**config.mk**
```make
export PLATFORM = sky130hd
export DESIGN_NAME = seq_mult_n
export DESIGN_NICKNAME = d
export VERILOG_FILES = /design/src/rtl/mult_pkg.sv /design/src/rtl/mult_addsub.sv /design/src/rtl/seq_mult_n.sv
export SDC_FILE = /design/constraint.sdc
export NUM_CORES = 1
export LEC_CHECK = 0
export CAP_MARGIN = 30
export CORE_UTILIZATION = 50
export CTS_BUF_LIST = sky130_fd_sc_hd__clkbuf_16
export DETAILED_ROUTE_END_ITERATION = 16
export PLACE_DENSITY = 0.83
export SLEW_MARGIN = 15
export SYNTH_ARGS = -nofsm -noshare
export SYNTH_HDL_FRONTEND = slang
export SYNTH_HIERARCHICAL = 1
export SYNTH_SLANG_ARGS = --single-unit
```
**constraint.sdc**
```tcl
create_clock -name Clk -period 4.77 [get_ports Clk]
set_input_delay 0.477 -clock Clk [delete_from_list [all_inputs] [get_ports Clk]]
set_output_delay 0.477 -clock Clk [all_outputs]
set_load 0.01 [all_outputs]
```
**src/rtl/mult_pkg.sv**
```systemverilog
//==============================================================================
// Module      : mult_pkg
// Description : Shared definitions for the sequential signed/unsigned
//               multiplier: state encoding and a state-decode helper.
// Revision    : 1.0 - initial release
//==============================================================================
`default_nettype none

package mult_pkg;

    localparam int c_STATE_W = 3;

    // Explicit-width state encoding kept as plain constants so older blocks
    // that compare against raw codes still line up.
    typedef logic [c_STATE_W-1:0] mult_state_t;

    localparam mult_state_t c_IDLE  = 3'd0;
    localparam mult_state_t c_ADD   = 3'd1;
    localparam mult_state_t c_SUB   = 3'd2;
    localparam mult_state_t c_SHIFT = 3'd3;
    localparam mult_state_t c_DONE  = 3'd4;

    // True for the states in which a multiply is in progress.
    function automatic logic state_is_busy(input mult_state_t i_st);
        return (i_st == c_ADD) || (i_st == c_SUB) || (i_st == c_SHIFT);
    endfunction

endpackage

`default_nettype wire

```
**src/rtl/mult_addsub.sv**
```systemverilog
//==============================================================================
// Module      : mult_addsub
// Description : (WIDTH+1)-bit adder/subtractor for the partial-product step.
//               Both operands are extended to WIDTH+1 bits, by sign or zero
//               depending on i_sext; subtraction is a + ~b + 1.
// Ports       : i_a    - accumulator operand (WIDTH)
//               i_b    - multiplicand operand (WIDTH)
//               i_sub  - 1: subtract i_b, 0: add i_b
//               i_sext - 1: sign-extend operands, 0: zero-extend
//               o_sum  - WIDTH+1 bit result; MSB becomes the X bit
// Revision    : 1.0 - initial release
//==============================================================================
`default_nettype none

module mult_addsub #(
    parameter int WIDTH = 8
) (
    input  logic [WIDTH-1:0] i_a,
    input  logic [WIDTH-1:0] i_b,
    input  logic             i_sub,
    input  logic             i_sext,
    output logic [WIDTH:0]   o_sum
);

    logic [WIDTH:0] w_a_ext;
    logic [WIDTH:0] w_b_ext;
    logic [WIDTH:0] w_b_op;

    assign w_a_ext = {i_sext & i_a[WIDTH-1], i_a};
    assign w_b_ext = {i_sext & i_b[WIDTH-1], i_b};
    assign w_b_op  = i_sub ? ~w_b_ext : w_b_ext;
    assign o_sum   = w_a_ext + w_b_op + {{WIDTH{1'b0}}, i_sub};

endmodule

`default_nettype wire

```
**src/rtl/seq_mult_n.sv**
```systemverilog
//==============================================================================
// Module      : seq_mult_n
// Description : Sequential add/shift multiplier, two's-complement by default.
//               The multiplier is loaded into B with Load_B, then Start runs
//               one ADD per set multiplier bit (SUB for the sign bit) and one
//               SHIFT per bit. The 2*WIDTH-bit product ends up in A:B.
//               Latency from Start to Done is WIDTH + popcount(multiplier).
// Options     : MULT_UNSIGNED_MODE_EN - adds the Unsigned_Mode input; when it
//               is 1 at Start, the multiply is unsigned (zero-extend, no SUB,
//               X is the carry-out, logical shift).
// Ports       : Clk, Reset (synchronous, active-high)
//               Start  - level request, sampled in IDLE
//               Load_B - load S into B, clear A and X (IDLE only)
//               S      - multiplicand / multiplier source
//               A, B   - product upper / lower halves
//               X      - extension bit of A
//               Busy   - high in ADD, SUB, SHIFT
//               Done   - high in DONE
// Revision    : 1.0 - initial release
//==============================================================================
`default_nettype none

module seq_mult_n
    import mult_pkg::*;
#(
    parameter int WIDTH = 8
) (
    input  logic             Clk,
    input  logic             Reset,
    input  logic             Start,
    input  logic             Load_B,
    input  logic [WIDTH-1:0] S,
`ifdef MULT_UNSIGNED_MODE_EN
    input  logic             Unsigned_Mode,
`endif
    output logic [WIDTH-1:0] A,
    output logic [WIDTH-1:0] B,
    output logic             X,
    output logic             Busy,
    output logic             Done
);

    localparam int c_CNT_W = $clog2(WIDTH) + 1;
    localparam logic [c_CNT_W-1:0] c_CNT_LAST = c_CNT_W'(WIDTH);
    localparam logic [c_CNT_W-1:0] c_CNT_SIGN = c_CNT_W'(WIDTH - 1);

    mult_state_t        r_state;
    logic [WIDTH-1:0]   r_a;
    logic [WIDTH-1:0]   r_b;
    logic               r_x;
    logic [c_CNT_W-1:0] r_cnt;
    logic               r_uns;

    logic [WIDTH:0]     w_sum;
    logic [c_CNT_W-1:0] w_cnt_inc;
    logic               w_uns_in;

`ifdef MULT_UNSIGNED_MODE_EN
    assign w_uns_in = Unsigned_Mode;
`else
    assign w_uns_in = 1'b0;
`endif

    assign w_cnt_inc = r_cnt + 1'b1;

    mult_addsub #(
        .WIDTH (WIDTH)
    ) u_addsub (
        .i_a    (r_a),
        .i_b    (S),
        .i_sub  (r_state == c_SUB),
        .i_sext (~r_uns),
        .o_sum  (w_sum)
    );

    always_ff @(posedge Clk) begin
        if (Reset) begin
            r_state <= c_IDLE;
            r_a     <= '0;
            r_b     <= '0;
            r_x     <= 1'b0;
            r_cnt   <= '0;
            r_uns   <= 1'b0;
        end else begin
            case (r_state)
                c_IDLE: begin
                    if (Load_B) begin
                        r_b <= S;
                        r_a <= '0;
                        r_x <= 1'b0;
                    end else if (Start) begin
                        r_a     <= '0;
                        r_x     <= 1'b0;
                        r_cnt   <= '0;
                        r_uns   <= w_uns_in;
                        r_state <= r_b[0] ? c_ADD : c_SHIFT;
                    end
                end

                c_ADD, c_SUB: begin
                    {r_x, r_a} <= w_sum;
                    r_state    <= c_SHIFT;
                end

                c_SHIFT: begin
                    // X feeds A's MSB in both modes; only the unsigned
                    // (logical) shift clears X afterwards.
                    r_a   <= {r_x, r_a[WIDTH-1:1]};
                    r_b   <= {r_a[0], r_b[WIDTH-1:1]};
                    r_x   <= r_uns ? 1'b0 : r_x;
                    r_cnt <= w_cnt_inc;
                    // r_b[1] is the post-shift B[0]. The last multiplier bit
                    // carries negative weight in two's complement, hence SUB.
                    if (w_cnt_inc == c_CNT_LAST) begin
                        r_state <= c_DONE;
                    end else if (r_b[1]) begin
                        r_state <= ((w_cnt_inc == c_CNT_SIGN) && !r_uns) ? c_SUB : c_ADD;
                    end else begin
                        r_state <= c_SHIFT;
                    end
                end

                c_DONE: begin
                    // Start held high parks here so a level request cannot
                    // trigger a second multiply.
                    if (!Start) begin
                        r_state <= c_IDLE;
                    end
                end

                default: begin
                    r_state <= c_IDLE;
                end
            endcase
        end
    end

    assign A    = r_a;
    assign B    = r_b;
    assign X    = r_x;
    assign Busy = state_is_busy(r_state);
    assign Done = (r_state == c_DONE);

endmodule

`default_nettype wire

```
==> results.tsv <==
stage	metric	value	unit
sta	clk_skew	0.00485	ns
power_and_ir_drop	maximum VDD drop	0.270	mV
detailed_routing	drt wl/cell	15.0	um
clock_tree	PostCTS Resize Cnt	0	
detailed_routing	Final ANT Viol Nets	0	
sta	Least-Margin Pin Slew	0.921	ns
cells_and_area	fraction of layout cells with a size suffix above 1	9.24	%
clock_tree	Post-CTS Setup Inserts	0	
synthesis	synthesized flop and latch total	24	
detailed_routing	DR vias/cell	5.85	
synthesis	Warnings, synthesis	6	
critical_path	CP Cell Sequence	nor3b_1 > buf_4 > xor2_1 > inv_1 > fa_1 > nand2b_1 > a211oi_1 > o311ai_0 > mux2_2 > a22oi_1 > a2bb2oi_1 > nor2_1	
sta	Max-Slew Margin vs Limit	38.4	%
clock_tree	CTS tree	done	
sta	f_max	286	MHz
worst_hold_path	Min-Delay Path Class	reg -> reg	
clock_tree	hold buffer count at CTS	0	
synthesis	ys async rst share	0	%
detailed_routing	detailed-route via count	1661	
synthesis	Netlist cell types	50	
critical_path	CP max stage cell	dfxtp_1	
cells_and_area	Final Non-Filler Cells	284	
synthesis	Seq/Total Area, Yosys	26.5	%
detailed_routing	final WL	4270	um
clock_tree	clock sink count	24	
die	core area	0.00342	mm^2
global_routing	first-pass GRT wire length	7090	um
synthesis	syn nets	240	
critical_path	CP Class	reg -> reg	
sta	Final Hold Viols	0	
clock_tree	maximum clock insertion buffer count	2	
power_and_ir_drop	Static Leak	0.877	nW
cells_and_area	antenna fix cells	0	
sta	Final min period	3.50	ns
cells_and_area	Nets	262	
placed_design	placed insts	281	
global_routing	initial antenna violation count	0	
die	Die Span X	62.2	um
clock_tree	H-tree level count	1	
flow_run	Max-Cap Viols	0	
detailed_routing	drc violations	0	
synthesis	top post-synthesis cells by area	dfxtp_1 (26%), nor2_1 (6.4%), ha_1 (6.2%), mux2_2 (5.0%), nand2_1 (4.6%)	
cells_and_area	commonest non-fill, non-tap cell in the layout	nor2_1	
global_routing	largest net degree at the start of global routing	24	
sta	unrepaired setup endpoints after global routing	no	
sta	Slew Limit Fails	0	
placed_design	RD Place Congestion	0.822	
synthesis	Yosys top cell area share	26.5	%
sta	Sum Neg Setup Slack	0	ns
detailed_routing	iteration count of the initial detailed-routing pass	4	
cells_and_area	commonest non-fill, non-tap cells in the layout	nor2_1 (31), clkdlybuf4s50_1 (30), dfxtp_1 (24)	
critical_path	crit start category	flip-flop	
cells_and_area	# fillers	308	
die	Die Y	62.2	um
die	# IOs	31	
die	die area	0.00387	mm^2
synthesis	area leader, netlist	dfxtp_1	
critical_path	CP max FO	19	
critical_path	Worst Path Buf+Inv	2	
global_routing	Overflow after GRT	0	
placed_design	port bufs	30	
synthesis	Post-Syn Area	0.00181	mm^2
critical_path	delay-heaviest family, CP	compound AO/OA/AOI/OAI gates	
global_routing	vias in the first global route	1505	
power_and_ir_drop	power density cells	395	mW/mm^2
clock_tree	Clk pin slew, worst setup/hold paths	0.06	ns
cells_and_area	area grow syn2layout	19.8	%
sta	Setup violations, final	0	
synthesis	Cells after Synth	218	
clock_tree	Clock Root Buffer	clkbuf_16	
synthesis	Post-synth top flop	dfxtp_1	
placed_design	dpl hpwl	3070	um
synthesis	Post-synth EDFFs	0	
synthesis	Mean Syn Cell Area	8.32	um^2
critical_path	Data arrival, critical path	3.61	ns
critical_path	CP endpoint kind	flip-flop	
status	outcome	complete, no violations	
detailed_routing	Detailed Route Iter0 Violations	129	
critical_path	CP max stage delay	0.69	ns
global_routing	Tot GR Track Use	23.3	%
critical_path	Worst EP required	4.88	ns
die	Rows	21	
clock_tree	Inserted Clock Buffers	3	
clock_tree	clock latency on the worst-skew pair	0.26	ns
die	Initial Util	53.1	%
sta	Final Cycle Share	73.3	%
==> layout make-up <==
| class | count | area (um^2) | area share [%] |
|---|---|---|---|
| tap | 46 | 57.6 | 2.65 |
| inverter | 8 | 30.0 | 1.38 |
| timing repair buffer | 31 | 308 | 14.2 |
| sequential | 24 | 480 | 22.1 |
| multi-input combinational | 172 | 1220 | 56.2 |
| clock buffer | 3 | 75.1 | 3.45 |
==> logic make-up after synthesis <==
| group | count (synthesis) | synth area share (%) |
|---|---|---|
| other | 1 | 0.207 |
| AOI/OAI and AO/OA | 58 | 25.4 |
| buffers and inverters | 22 | 6.14 |
| xor gates and xnor gates | 15 | 7.24 |
| DFF | 24 | 26.5 |
| adders and majority gates | 10 | 7.31 |
| and+or+nand+nor | 78 | 21.0 |
| muxes | 10 | 6.28 |
==> worst min-delay path: stages, from the launching register on <==
cell and delay [ns]:
dfxtp_1 0.33, nand2_1 0.06, a311oi_1 0.07
==> worst paths after layout <==
check	to	slack, ns	from	cells after the start
worst max-delay path	A[6]	1.27	r_state[1]	12
worst min-delay path	B[4]	0.50	B[5]	2
worst max register to register	A[6]	1.27	r_state[1]	12
worst min register to register	B[4]	0.50	B[5]	2
==> through the flow <==
stage	hold WS [ns]	util (%)	instance area, um^2	total power [mW]	worst slack [ns]
floorplan	0.470	-	1810	0.560	1.60
global placement	0.485	61.4	2100	0.664	1.50
detailed placement	0.499	61.4	2100	0.674	1.36
CTS	0.507	63.6	2170	0.860	1.33
global route	0.533	63.6	2170	0.915	1.09
finish	0.503	63.6	2170	0.859	1.27
==> registers in the layout, summed over array words and instances (netlist names) <==
register,count
r_state,3
B,8
X,1
r_cnt,4
A,8
==> per-layer routing <==
layer / global-route usage, % / vias to the layer above / part of all wire (%)
li1: - / 825 / -
met1: 32.0 / 793 / 48
met2: 35.6 / 37 / 46
met3: 4.04 / 6 / 4.2
met4: 10.2 / 0 / 1.6
met5: 0 / - / 0
==> synth_stat cells, types with 3 or more instances <==
master / n
nand3b_1: 4
nor2_1: 31
nand2_1: 22
a21oi_1: 10
xor2_1: 9
buf_6: 3
a22oi_1: 10
xnor2_1: 6
a311oi_1: 7
clkbuf_1: 7
inv_1: 8
o21ai_0: 3
dfxtp_1: 24
a21o_1: 3
ha_1: 9
mux2_2: 8
nand3_1: 3
a2bb2oi_1: 9
nand2b_1: 3
==> report_power, final <==
group,internal [mW],switching [mW]
Sequential,0.229,0.0425
Combinational,0.207,0.199
Clock,0.111,0.0705
(Power assumes the default switching activity.)
